--- src/rtl/hilo_multiplier_if.sv ---
// ---------------------------------------------------------------------------
// hilo_multiplier_if
//   Groups the request, status and result signals of the HI/LO multiply
//   unit. Clock and reset stay outside the bundle as plain ports.
//
//   start   decoder-issued MULTU request
//   srca    multiplicand (rs value)
//   srcb    multiplier (rt value)
//   rdsel   result select: 0 = LO (mflo), 1 = HI (mfhi)
//   busy    stall request while a multiply is in flight
//   done    one-cycle pulse marking the HI/LO commit
//   hi, lo  architectural HI / LO registers
//   result  combinational HI/LO read mux
//
//   master: the datapath/decoder side that issues requests.
//   slave : the multiply unit.
// ---------------------------------------------------------------------------
interface hilo_multiplier_if #(
  parameter int WIDTH = 32
);
  logic             start;
  logic [WIDTH-1:0] srca;
  logic [WIDTH-1:0] srcb;
  logic             rdsel;
  logic             busy;
  logic             done;
  logic [WIDTH-1:0] hi;
  logic [WIDTH-1:0] lo;
  logic [WIDTH-1:0] result;

  modport master (
    output start, srca, srcb, rdsel,
    input  busy, done, hi, lo, result
  );

  modport slave (
    input  start, srca, srcb, rdsel,
    output busy, done, hi, lo, result
  );
endinterface

--- src/rtl/hilo_multiplier.sv ---
// ---------------------------------------------------------------------------
// hilo_multiplier
//   Fixed-latency unsigned shift-add multiplier feeding the architectural
//   HI/LO registers (MULTU). A request is accepted in IDLE or DONE, runs for
//   exactly WIDTH cycles in RUN with busy asserted, then commits the full
//   2*WIDTH-bit product to hi/lo and pulses done for one cycle.
//
//   Ports:
//     clk    single clock, rising-edge
//     reset  asynchronous, active-low; aborts any operation, clears hi/lo
//     bus    hilo_multiplier_if.slave (start, srca, srcb, rdsel in;
//            busy, done, hi, lo, result out)
// ---------------------------------------------------------------------------
module hilo_multiplier #(
  parameter int WIDTH = 32
) (
  input  logic                 clk,
  input  logic                 reset,
  hilo_multiplier_if.slave     bus
);

  typedef enum logic [1:0] {
    IDLE = 2'd0,
    RUN  = 2'd1,
    DONE = 2'd2
  } state_e;

  localparam int CNT_W = $clog2(WIDTH + 1);
  localparam logic [CNT_W-1:0] LAST_ITER = CNT_W'(WIDTH - 1);

  state_e               state_q, state_d;
  logic [WIDTH-1:0]     mcand_q, mcand_d;
  // Product accumulator. The lower half starts out holding the multiplier:
  // each step consumes the multiplier LSB at bit 0 and shifts a finished
  // product bit in from the top, so after WIDTH steps the whole register
  // is the product. The upper half is the cleared partial-sum part.
  logic [2*WIDTH-1:0]   acc_q, acc_d;
  logic [CNT_W-1:0]     cnt_q, cnt_d;
  logic [WIDTH-1:0]     hi_q, hi_d;
  logic [WIDTH-1:0]     lo_q, lo_d;
  logic                 busy_q, busy_d;
  logic                 done_q, done_d;

  // Upper-half add with carry kept: WIDTH+1 bits, so nothing is truncated.
  logic [WIDTH:0]       sum;
  logic [WIDTH-1:0]     addend;

  // NOTE: every variable assigned here gets a default first, so no path
  // leaves it unassigned and no latch is inferred.
  always_comb begin
    state_d = state_q;
    mcand_d = mcand_q;
    acc_d   = acc_q;
    cnt_d   = cnt_q;
    hi_d    = hi_q;
    lo_d    = lo_q;

    addend  = acc_q[0] ? mcand_q : '0;
    sum     = {1'b0, acc_q[2*WIDTH-1:WIDTH]} + {1'b0, addend};

    unique case (state_q)
      IDLE, DONE: begin
        if (bus.start) begin
          mcand_d = bus.srca;
          acc_d   = {{WIDTH{1'b0}}, bus.srcb};
          cnt_d   = '0;
          state_d = RUN;
        end else begin
          state_d = IDLE;
        end
      end

      RUN: begin
        // start is deliberately not looked at here: the op in flight runs
        // to completion with the operands latched at acceptance.
        acc_d = {sum, acc_q[WIDTH-1:1]};
        if (cnt_q == LAST_ITER) begin
          hi_d    = acc_d[2*WIDTH-1:WIDTH];
          lo_d    = acc_d[WIDTH-1:0];
          cnt_d   = '0;
          state_d = DONE;
        end else begin
          cnt_d   = cnt_q + 1'b1;
        end
      end

      default: state_d = IDLE;
    endcase

    // Status outputs are registered alongside the state so they track it
    // exactly, with no decode glitches.
    busy_d = (state_d == RUN);
    done_d = (state_d == DONE);
  end

  // NOTE: sequential state uses non-blocking assignments only, so every
  // flop samples the pre-edge values computed above.
  always_ff @(posedge clk or negedge reset) begin
    if (!reset) begin
      state_q <= IDLE;
      mcand_q <= '0;
      acc_q   <= '0;
      cnt_q   <= '0;
      hi_q    <= '0;
      lo_q    <= '0;
      busy_q  <= 1'b0;
      done_q  <= 1'b0;
    end else begin
      state_q <= state_d;
      mcand_q <= mcand_d;
      acc_q   <= acc_d;
      cnt_q   <= cnt_d;
      hi_q    <= hi_d;
      lo_q    <= lo_d;
      busy_q  <= busy_d;
      done_q  <= done_d;
    end
  end

  assign bus.busy   = busy_q;
  assign bus.done   = done_q;
  assign bus.hi     = hi_q;
  assign bus.lo     = lo_q;
  assign bus.result = bus.rdsel ? hi_q : lo_q;

endmodule

--- src/flat_wrapper.sv ---
// flat-port wrapper written by rule: the top's interface ports become plain ports
module hilo_multiplier_flat 
#(
  parameter int WIDTH = 32
)
  (clk, reset, bus_start, bus_srca, bus_srcb, bus_rdsel, bus_busy, bus_done, bus_hi, bus_lo, bus_result);
  hilo_multiplier_if #(.WIDTH(WIDTH)) bus_i ();
  input  logic clk;
  input  logic reset;
  input wire logic [$bits(bus_i.start)-1:0] bus_start;
  input wire logic [$bits(bus_i.srca)-1:0] bus_srca;
  input wire logic [$bits(bus_i.srcb)-1:0] bus_srcb;
  input wire logic [$bits(bus_i.rdsel)-1:0] bus_rdsel;
  output wire logic [$bits(bus_i.busy)-1:0] bus_busy;
  output wire logic [$bits(bus_i.done)-1:0] bus_done;
  output wire logic [$bits(bus_i.hi)-1:0] bus_hi;
  output wire logic [$bits(bus_i.lo)-1:0] bus_lo;
  output wire logic [$bits(bus_i.result)-1:0] bus_result;
  assign bus_i.start = bus_start;
  assign bus_i.srca = bus_srca;
  assign bus_i.srcb = bus_srcb;
  assign bus_i.rdsel = bus_rdsel;
  assign bus_busy = bus_i.busy;
  assign bus_done = bus_i.done;
  assign bus_hi = bus_i.hi;
  assign bus_lo = bus_i.lo;
  assign bus_result = bus_i.result;
  hilo_multiplier #(.WIDTH(WIDTH)) u_core (.clk(clk), .reset(reset), .bus(bus_i));
endmodule
--- config.mk ---
export PLATFORM = sky130hd
export DESIGN_NAME = hilo_multiplier_flat
export DESIGN_NICKNAME = d
export VERILOG_FILES = /design/src/rtl/hilo_multiplier_if.sv /design/src/rtl/hilo_multiplier.sv /design/src/flat_wrapper.sv
export SDC_FILE = /design/constraint.sdc
export NUM_CORES = 1
export LEC_CHECK = 0
export CAP_MARGIN = 10
export CORE_MARGIN = 1
export CORE_UTILIZATION = 29
export CTS_BUF_LIST = sky130_fd_sc_hd__clkbuf_8
export CTS_CLUSTER_SIZE = 20
export DETAILED_ROUTE_END_ITERATION = 8
export GPL_TIMING_DRIVEN = 1
export PLACE_DENSITY = 0.6
export SLEW_MARGIN = 20
export SYNTH_ARGS = -nofsm -noshare
export SYNTH_HDL_FRONTEND = slang
export SYNTH_SLANG_ARGS = --single-unit
--- constraint.sdc ---
create_clock -name clk -period 4.45 [get_ports clk]
set_clock_uncertainty 0.15 [all_clocks]
set_input_delay 0.89 -clock clk [delete_from_list [all_inputs] [get_ports clk]]
set_output_delay 0.89 -clock clk [all_outputs]
set_load 0.005 [all_outputs]
* Word level (Yosys, flattened, before mapping)
Cells that the tools add are included.
** Operators by class
- Add/sub/neg operators :: 2
- Multipliers :: 0
- Div/mod/pow operators :: 0
- Magnitude comparators :: 0
- Equal/unequal tests :: 6
- Shift-type cells :: 0
- Multiplexer cells :: 10
- Bitwise operators :: 0
- Reduce and logical (&&, ||, !) cells :: 6
** Operator list (count)
- $pmux 64 s2 :: 1
- $mux 32 :: 2
- $mux 64 :: 1
- $add 32x32->33 :: 1
- $mux 6 :: 2
- $pmux 6 s2 :: 1
- $add 6x1->6 const B :: 1
- $eq 6x5->1 const B :: 1
- $reduce_and 2->1 :: 3
- $eq 2x1->1 const B :: 2
- $eq 2x2->1 const B :: 2
- $pmux 2 s2 :: 1
- $logic_not 2->1 :: 1
- $mux 2 :: 1
- $ne 2x2->1 const B :: 1
- $reduce_bool 2->1 :: 1
- $reduce_or 2->1 :: 1
- $mux 1 :: 1
** Storage, ports and cells
- Register bits after elaboration :: 170
- Latch bits :: 0
- RAM bits :: 0
- ROM bits :: 0
- Output and inout port bits :: 98
- Logic and storage cells :: 32
- Memories :: 0

* Logic depth before layout (Yosys ltp)
Gate-level depths: netlist of run 1.
- Depth after elaboration :: 4
- Depth in mapped cells :: 11

* Worst setup path before layout of run 1
No wires, ideal clock.
- Path kind :: register -> register
- Start point :: reg u_core.acc_q[0]
- End point :: reg u_core.acc_q[57]
- Arrival :: 2.702 ns
- Required time :: 4.176 ns
- Path slack :: 1.474 ns
- Stages on the path, launching flop included :: 11
- Path buffers :: 1
- Period minus slack after synthesis :: 2.976 ns
- Cell sequence :: dfrtp_1 clkbuf_1 and2_1 fa_1 a21o_1 a221oi_2 nor3_1 o311a_1 o21ai_2 a211oi_1 a211o_1
** On the way
- Longest elaborated chain between the ends :: 3
** Ends and longest elaborated chain
- from (decl) :: RTL line hilo_multiplier.sv:37 : logic [2*WIDTH-1:0] acc_q, acc_d;
- from (signal assigned) :: RTL line hilo_multiplier.sv:102 : acc_q <= '0;
- from (signal assigned) :: RTL line hilo_multiplier.sv:111 : acc_q <= acc_d;
- $mux 32 :: RTL line hilo_multiplier.sv:58 : addend = acc_q[0] ? mcand_q : '0;
- $add 32x32->33 :: RTL line hilo_multiplier.sv:59 : sum = {1'b0, acc_q[2*WIDTH-1:WIDTH]} + {1'b0, addend};
- $pmux 64 s2 :: RTL line hilo_multiplier.sv:61 : unique case (state_q)
Every way passes these cells.
A chain may end at the register's enable or synchronous reset.

* Worst setup path after layout of run 1
- Start point :: in bus_rdsel
- End point :: out bus_result[5]
** On the way
- Longest elaborated chain between the ends :: 1
** Ends and longest elaborated chain
- from (decl) :: RTL line flat_wrapper.sv:13 : input wire logic [$bits(bus_i.rdsel)-1:0] bus_rdsel;
- $mux 32 :: RTL line hilo_multiplier.sv:124 : assign bus.result = bus.rdsel ? hi_q : lo_q;
- to (decl) :: RTL line flat_wrapper.sv:18 : output wire logic [$bits(bus_i.result)-1:0] bus_result;
Every way passes these cells.

==> results.md, run 1 <==
- CP Capture Point: bus_result[5]
- CP Depth: 4
- CTS max path bufs: 2
- IO Port Bufs: 165
- Post-Syn Area: 0.00903 mm^2
- First-pass GRT wire length: 41,600 um
- Leakage: 5.24 nW
- CP arrival: 2.59 ns
- Area grow syn2layout: 27.2%
- CP Launch Point: bus_rdsel
- # IOs: 166
- Core ar.: 0.0306 mm^2
- Clock transition at path regs: 0.10 ns
- Max Freq: 275 MHz
- Ant diodes: 0
- Share of layout cells above drive strength 1: 8.16%
- Yosys warning count: 0
- Max-cap viol count: 0
- Worst Tran Pin Value: 0.985 ns
- Post-synth EDFFs: 0
- Netlist cell types: 54
- Horiz. Die Dim: 178 um
- All-Layer GR Usage: 16.7%
- Multi-input gate area: 0.00452 mm^2
- CP max stage cell: clkdlybuf4s50_1
- Most used cell along the critical path: clkdlybuf4s50_1
- Die area: 0.0318 mm^2
- Final std cells w/o fill: 1,572
- Hold buffers post-CTS: 0
- IR drop worst, VDD: 0.314 mV
- Final hold vios: 0
- DP Wirelength: 18,100 um
- Cts bufs inserted: 17
- Largest net degree at the start of global routing: 89
- Post-CTS setup buffer count: 0
- CP Max Fanout: 32
- Worst path max stage delay: 0.46 ns
- Synthesized net count: 1,132
- Kind of start point of the critical path: input pin
- Status: finished, final reports clean
- Post-Synthesis Cells: 1,030
- # fillers: 3,164
- Row count: 64
- Worst-Skew Late Latency: 0.47 ns
- Initial drt markers: 549
- Worst Path Class, Setup: in2out
- Synthesized flop and latch total: 170
- Routability cong.: 0.845
- Sequential fraction of the synthesis area: 47.1%
- Final worst path period share: 81.7%
- Dpl ws: 0.800 ns
- Top post-synthesis cells by area: dfrtp_1 47%, nand2_1 14%, mux2_2 4.9%
- PD cells: 745 mW/mm^2
- Worst r2r src: u_core.acc_q[0]
- Final worst slack: 0.815 ns
- Clock sink count: 170
- DRC Markers: 0
- Die height: 178 um
- 1st-pass router iterations: 5
- Root buf cell: clkbuf_8
- DR vias/cell: 4.89
- RSZ-0062 raised after global routing: no
- Post-synth top area share: 47.1%
- CP bufs+invs: 3
- Slew Limit Fails: 0
- Post-layout minimum cycle time: 3.63 ns
- DRT antenna net count: 0
- Tightest Hold Check Type: in2async
- Antenna violations before repair: 0
- CP required: 3.41 ns
- Placed Cells: 1,540
- FF+latch area: 0.00425 mm^2
- Initial Utilization: 29.5%
- FFs w/ async S/R, synth: 100%
- Worst Reg2Reg Path Length in Cells: 10
- Slack of the worst reg-to-reg path: 0.93 ns
- Area leader, netlist: dfrtp_1
- Final setup viols: 0
- Synth Flop Type: dfrtp_1
- GRT overflow: 0
- Post_cts resized: 0
- CTS tree: yes
- Mean post-synth cell area: 8.76 um^2
- Critical Path, Cell by Cell: clkdlybuf4s50_1 > buf_4 > mux2_2 > clkdlybuf4s50_1
- Setup Total Neg Slack: 0 ns
- Max-slew headroom: 34.2%
- H-tree Lvls: 4
- Vias: 7,685
- Wirelength, routed: 25,600 um
- Layout Nets: 1,265
- Worst setup EP type: primary output
- Average wire per standard cell: 16.3 um
- Largest delay contributor family on the critical path: buffers and inverters
- Reg2reg end: u_core.acc_q[57]
- Vias in the first global route: 7,562
registers in the layout, summed over array words and instances (netlist names):
name             cells
u_core.bus.hi       32
u_core.bus.busy      1
u_core.mcand_q      32
u_core.bus.lo       32
u_core.cnt_q         6
u_core.state_q       2
u_core.acc_q        64
u_core.bus.done      1
logic make-up (layout without fill, tap and decap cells):
group	count (synthesis)	count (layout)	synth area share, %
and+or+nand+nor	500	500	23.5
DFF	170	170	47.1
xor gates and xnor gates	25	25	2.43
muxes	42	42	5.20
adders and majority gates	34	34	4.80
buffers and inverters	72	218	3.05
AOI/OAI and AO/OA	187	187	13.9
power by group:
group	internal [mW]	switching, mW
Clock	0.522	0.651
Combinational	2.30	2.24
Sequential	2.25	0.595
Total	5.07	3.48
worst min path at each step:
stage                                    end  slack, ns  depth (start not counted)
after floorplan            u_core.mcand_q[0]       0.29                          2
after detailed placement  u_core.mcand_q[30]       0.31                          2
after global placement     u_core.mcand_q[2]       0.31                          2
final                     u_core.mcand_q[26]       0.29                          1
after CTS                 u_core.mcand_q[26]       0.33                          1
after global routing      u_core.mcand_q[26]       0.35                          1
per-layer routing:
| metal | GRT usage (%) | wire length, um | vias to the layer above |
|---|---|---|---|
| met3 | 2.94 | 926 | 23 |
| met4 | 4.31 | 353 | 0 |
| met5 | 0 | 0 | - |
| met1 | 22.1 | 11900 | 3727 |
| met2 | 27.9 | 12400 | 166 |
| li1 | - | - | 3769 |
stage by stage:
step / cell area (um^2) / hold WS, ns / utilization (%) / total power, mW
after floorplan: 9030 / 0.288 / - / 5.54
after global placement: 11100 / 0.307 / 36.2 / 7.35
after detailed placement: 11100 / 0.309 / 36.2 / 7.40
after CTS: 11500 / 0.330 / 37.5 / 8.63
after global routing: 11500 / 0.347 / 37.5 / 9.28
final: 11500 / 0.293 / 37.5 / 8.55
layout by cell type, fill, tap and decap left out, drive strengths merged, types with 9 or more instances in the layout:
cell / instances
xnor2: 15
nor2b: 9
dfrtp: 170
a31oi: 34
mux2: 39
and2: 33
buf: 11
clkbuf: 17
a21o: 17
clkdlybuf4s50: 164
nand2: 339
nand3: 15
xor2: 10
ha: 33
inv: 18
a22o: 20
o21ai: 39
a21oi: 39
nor2: 60
nand4: 13
cells in the mapped netlist, drive strengths merged, types with 2 or more instances:
cell type  instances
nand2            339
dfrtp            170
nor2              60
clkbuf            42
a21oi             39
mux2              39
o21ai             39
a31oi             34
and2              33
ha                33
a22o              20
buf               19
a21o              17
nand3             15
xnor2             15
nand4             13
inv               11
xor2              10
nor2b              9
and3               7
nor3               7
o21bai             7
a211oi             6
nand2b             6
o211ai             5
and4               4
mux2i              3
o31ai              3
a211o              2
a221oi             2
and3b              2
or3                2
or4                2
layout make-up:
| cell class | instances | share of cell area (%) |
|---|---|---|
| multi-input combinational | 788 | 39.4 |
| sequential | 170 | 37.1 |
| timing repair buffer | 175 | 15.3 |
| tap | 396 | 4.32 |
| clock buffer | 17 | 2.04 |
| clock inverter | 15 | 1.58 |
| inverter | 11 | 0.360 |
No activity file was read; power rests on OpenSTA's default activity.
==> run 2: changes to the inputs <==
==> constraint.sdc (replaced) <==
create_clock -name clk -period 3.75 [get_ports clk]
set_clock_uncertainty 0.15 [all_clocks]
set_input_delay 0.75 -clock clk [delete_from_list [all_inputs] [get_ports clk]]
set_output_delay 0.75 -clock clk [all_outputs]
set_load 0.005 [all_outputs]
==> run 2 against run 1 <==
Against the previous run:
- worst hold slack got worse by 0.17 ns
- sequential share of layout area barely moved
- global-route usage grew 0.18 points
- largest cell class unchanged
- sequential power rose by 19%
- count of clock-buffer cells in the layout unchanged
- critical path depth is 7 higher
- final cell count up 0.25%
- power up 18%
- setup slack lost 0.39 ns
- largest power group unchanged
- register-to-register slack got worse by 0.51 ns
- combinational power up 19%
- clock power is 10% higher
==> results.md, run 2 (synthesis gave the netlist of run 1 again) <==
- Status: finished, final reports clean
- Reg2reg end: u_core.acc_q[59]
- DRT antenna net count: 0
- Post_cts resized: 0
- Ant diodes: 0
- Root buf cell: clkbuf_8
- Max-slew headroom: 36.3%
- Tightest Hold Check Type: in2async
- Horiz. Die Dim: 178 um
- Slew Limit Fails: 0
- Worst-Skew Late Latency: 0.47 ns
- Die area: 0.0318 mm^2
- Commonest non-fill, non-tap cells in the layout: 338 x nand2_1, 170 x dfrtp_1, 164 x clkdlybuf4s50_1
- Post-CTS setup buffer count: 0
- Die height: 178 um
- Clock sink count: 170
- Final setup viols: 0
- Kind of start point of the critical path: register
- Logic pwr share: 53.6%
- H-tree Lvls: 4
- Worst Path Class, Setup: reg2reg
- Post-layout minimum cycle time: 3.33 ns
- Area grow syn2layout: 27.3%
- Layout Nets: 1,269
- Average wire per standard cell: 16.4 um
- Vias in the first global route: 7,708
- Clock power frac: 12.8%
- CP required: 3.93 ns
- PD cells: 876 mW/mm^2
- Initial drt markers: 548
- Worst Tran Pin Value: 0.956 ns
- Sw frac: 41.3%
- Routability cong.: 0.855
- Worst setup EP type: register
- Share of layout cells above drive strength 1: 8.47%
- Internal power: 5.91 mW
- Flop pwr share: 33.6%
- DRC Markers: 0
- All-Layer GR Usage: 16.8%
- # IOs: 166
- DP Wirelength: 18,600 um
- IR drop worst, VDD: 0.348 mV
- Antenna violations before repair: 0
- Worst r2r src: u_core.acc_q[0]
- Cts bufs inserted: 17
- Initial Utilization: 29.5%
- Top reg by flops: u_core.acc_q
- Final hold vios: 0
- Worst Reg2Reg Path Length in Cells: 11
- IO Port Bufs: 165
- Clock transition at path regs: 0.11 ns
- Setup Total Neg Slack: 0 ns
- Core ar.: 0.0306 mm^2
- Wirelength, routed: 25,900 um
- Slack of the worst reg-to-reg path: 0.42 ns
- Hold buffers post-CTS: 0
- 1st-pass router iterations: 7
- Leakage: 5.25 nW
- Max Freq: 300 MHz
- First-pass GRT wire length: 41,600 um
- Row count: 64
- CP arrival: 3.51 ns
- Switch Pwr: 4.16 mW
- DR vias/cell: 4.91
- Final worst path period share: 88.8%
- CTS tree: yes
- Largest net degree at the start of global routing: 70
- Design Power: 10.1 mW
- CTS max path bufs: 2
- GRT overflow: 0
- Most common cell after layout, fill and taps aside: nand2_1
- CP Max Fanout: 15
- Max-cap viol count: 0
- Vias: 7,734
- RSZ-0062 raised after global routing: no
- Max reg flops: 64
run 2: final cells by class:
type	instances	area [um^2]
Fill cell	3123	19100
Inverter	11	41.3
Clock inverter	15	149
Multi-Input combinational cell	788	4520
Tap cell	396	495
Timing Repair Buffer	179	1800
Sequential cell	170	4250
Clock buffer	17	234
run 2: layer usage:
metal	share of wire (%)	wire length, um	global-route usage, %
met2	50	12800	28.9
met3	4.2	1080	3.71
met1	46	11900	22.0
met5	0	0	0
met4	0.50	130	2.37
run 2: worst max path at each step:
stage,start,to,slack (ns),depth (start not counted)
detailed placement,u_core.acc_q[0],u_core.acc_q[59],0.46,11
global placement,u_core.acc_q[0],u_core.acc_q[59],0.53,11
floorplan,u_core.acc_q[0],u_core.acc_q[57],0.77,10
finish,u_core.acc_q[0],u_core.acc_q[59],0.42,11
CTS,u_core.acc_q[0],u_core.acc_q[57],0.42,10
global route,u_core.acc_q[0],u_core.acc_q[59],0.19,11
run 2: worst max-delay path, cell delays in order (launching register included):
cell and delay [ns]:
dfrtp_1 0.53, and2_1 0.21, ha_1 0.21, fa_1 0.40, a21o_1 0.22, a221oi_2 0.30
buf_4 0.19, o31a_1 0.30, or3_1 0.20, nand2_1 0.09, a221oi_2 0.29, o21ai_1 0.08
run 2: through the flow:
step / hold WS (ns) / setup WS, ns / utilization (%) / std cells / cell area [um^2]
CTS: 0.133 / 0.421 / 37.6 / 1576 / 11500
floorplan: 0.288 / 0.774 / - / 1030 / 9030
global placement: 0.305 / 0.531 / 36.3 / 1544 / 11100
finish: 0.126 / 0.420 / 37.6 / 1576 / 11500
detailed placement: 0.315 / 0.464 / 36.3 / 1544 / 11100
global route: 0.149 / 0.187 / 37.6 / 1576 / 11500
run 2: power groups by stage:
stage	Clock, mW	Combinational [mW]	Sequential, mW
floorplan	0	3.40	3.17
global placement	0	5.30	3.42
CTS	1.33	5.41	3.40
finish	1.29	5.39	3.38
global route	1.42	6.00	3.50
detailed placement	0	5.37	3.43
==> run 3: changes to the inputs <==
==> constraint.sdc (replaced) <==
create_clock -name clk -period 3.75 [get_ports clk]
set_clock_uncertainty 0.15 [all_clocks]
set_input_delay 0.375 -clock clk [delete_from_list [all_inputs] [get_ports clk]]
set_output_delay 0.375 -clock clk [all_outputs]
set_load 0.005 [all_outputs]
==> run 3 against run 2 <==
Against the previous run:
- clock power rose by 9%
- critical path depth down 1
- setup slack improved by 0.11 ns
- worst hold slack gained 0.14 ns
- critical endpoint is now u_core.bus.hi[26]
==> results.md, run 3 (synthesis gave the netlist of run 1 again) <==
- Slew Limit Fails: 0
- Share of layout cells above drive strength 1: 8.38%
- Initial drt markers: 426
- Final std cells w/o fill: 1,577
- Met2 wire length: 12,700 um
- Design Power: 10.1 mW
- CTS max path bufs: 2
- Placed Cells: 1,544
- Die area: 0.0318 mm^2
- Wirelength, routed: 26,200 um
- Max reg flops: 64
- Core ar.: 0.0306 mm^2
- GRT overflow: 0
- Root buf cell: clkbuf_8
- Max-cap viol count: 0
- Worst Reg2Reg Path Length in Cells: 10
- Final worst slack: 0.535 ns
- Average wire per standard cell: 16.6 um
- Layout Nets: 1,270
- Most common cell after layout, fill and taps aside: nand2_1
- Status: finished, final reports clean
- First-pass GRT wire length: 41,500 um
- Commonest non-fill, non-tap cells in the layout: 338 x nand2_1, 170 x dfrtp_1, 164 x clkdlybuf4s50_1
- H-tree Lvls: 4
- 1st-pass router iterations: 5
- Top reg by flops: u_core.acc_q
- Leakage: 5.27 nW
- RSZ-0062 raised after global routing: no
- Area grow syn2layout: 27.5%
- IR drop worst, VDD: 0.376 mV
- Final worst path period share: 85.7%
- CP arrival: 3.43 ns
- WHS Path Cells: 3
- Largest net degree at the start of global routing: 85
- Ant diodes: 0
- Dpl ws: 0.552 ns
- Final setup viols: 0
- M1 WL: 12,000 um
- Met3 wire length: 1250 um
- DRC Markers: 0
- Max Freq: 311 MHz
- # IOs: 166
- IO Port Bufs: 165
- Worst Tran Pin Value: 1.02 ns
- DRT antenna net count: 0
- Vias: 7,709
- Cts bufs inserted: 17
- Final hold vios: 0
- Placed instance area: 0.0111 mm^2
- CP Max Fanout: 26
- Horiz. Die Dim: 178 um
- CP required: 3.96 ns
- CTS tree: yes
- Worst-Skew Late Latency: 0.48 ns
- Max-slew headroom: 32.1%
- DR vias/cell: 4.89
- Final Cell Area: 0.0115 mm^2
- Vias in the first global route: 7,535
- Post_cts resized: 0
- Row count: 64
- All-Layer GR Usage: 16.9%
- DR top layer: met4
- DP Wirelength: 18,600 um
- Tightest Hold Check Type: in2reg
- Kind of start point of the critical path: register
- Post-layout minimum cycle time: 3.22 ns
- Routability cong.: 0.873
- Worst Path Class, Setup: reg2reg
- Antenna violations before repair: 0
- Worst setup EP type: register
- Setup Total Neg Slack: 0 ns
- Clock sink count: 170
- Die height: 178 um
- Clock transition at path regs: 0.10 ns
- PD cells: 882 mW/mm^2
- Initial Utilization: 29.5%
run 3: cell types whose count changed in the layout (fill, tap and decap cells not counted), sizes merged:
cell / previous run / this run
clkinv: 4 / 3
bufinv: 0 / 2
clkbuf: 17 / 21
clkinvlp: 2 / 1
dlygate4sd3: 0 / 1
inv: 20 / 16
run 3: metal layers:
layer | track usage, % | vias to the layer above
li1 | - | 3769
met1 | 22.3 | 3757
met2 | 28.2 | 169
met3 | 3.75 | 14
met4 | 3.32 | 0
met5 | 0 | -
run 3: timing repair:
action                     in CTS  in global routing
buffers inserted                0                  0
hold buffers                    1                  0
hold endpoints to repair       80                  0
setup endpoints to repair       0                  0
run 3: power by group:
group | switching, mW | total (mW) | internal [mW]
Sequential | 0.711 | 3.38 | 2.67
Clock | 0.732 | 1.41 | 0.675
Combinational | 2.62 | 5.36 | 2.74
Total | 4.06 | 10.1 | 6.08
run 3: worst paths after layout:
kind / from / endpoint / slack [ns]
max: u_core.acc_q[0] / u_core.bus.hi[26] / 0.53
min: bus_srca[16] / u_core.mcand_q[16] / 0.27
max reg2reg: u_core.acc_q[0] / u_core.bus.hi[26] / 0.53
min reg2reg: u_core.mcand_q[18] / u_core.mcand_q[18] / 0.33
max in group asynchronous: reset / u_core.mcand_q[4] / 2.13
min in group asynchronous: reset / u_core.mcand_q[18] / 0.37
run 3: cell type report:
type | instances | area, um^2
fillers | 3164 | 19100
inverters | 11 | 41.3
flip-flops and latches | 170 | 4250
clock inverters | 11 | 135
multi-input cells | 788 | 4520
repair buffers | 180 | 1770
well taps | 396 | 495
clock buffers | 21 | 289
run 3: worst max-delay path, cell delays in order, from the launching register on:
cell and delay (ns):
dfrtp_1 0.47, buf_4 0.24, and2_1 0.16, ha_1 0.36
and3_1 0.26, and4_1 0.23, a32oi_2 0.23, nand4_1 0.20
a31oi_2 0.37, xnor2_1 0.14, mux2_2 0.27
run 3: through the flow:
step / hold slack (ns) / util (%)
global placement: 0.307 / 36.2
detailed placement: 0.307 / 36.2
finish: 0.266 / 37.6
global route: 0.249 / 37.6
CTS: 0.235 / 37.6
floorplan: -0.0706 / -
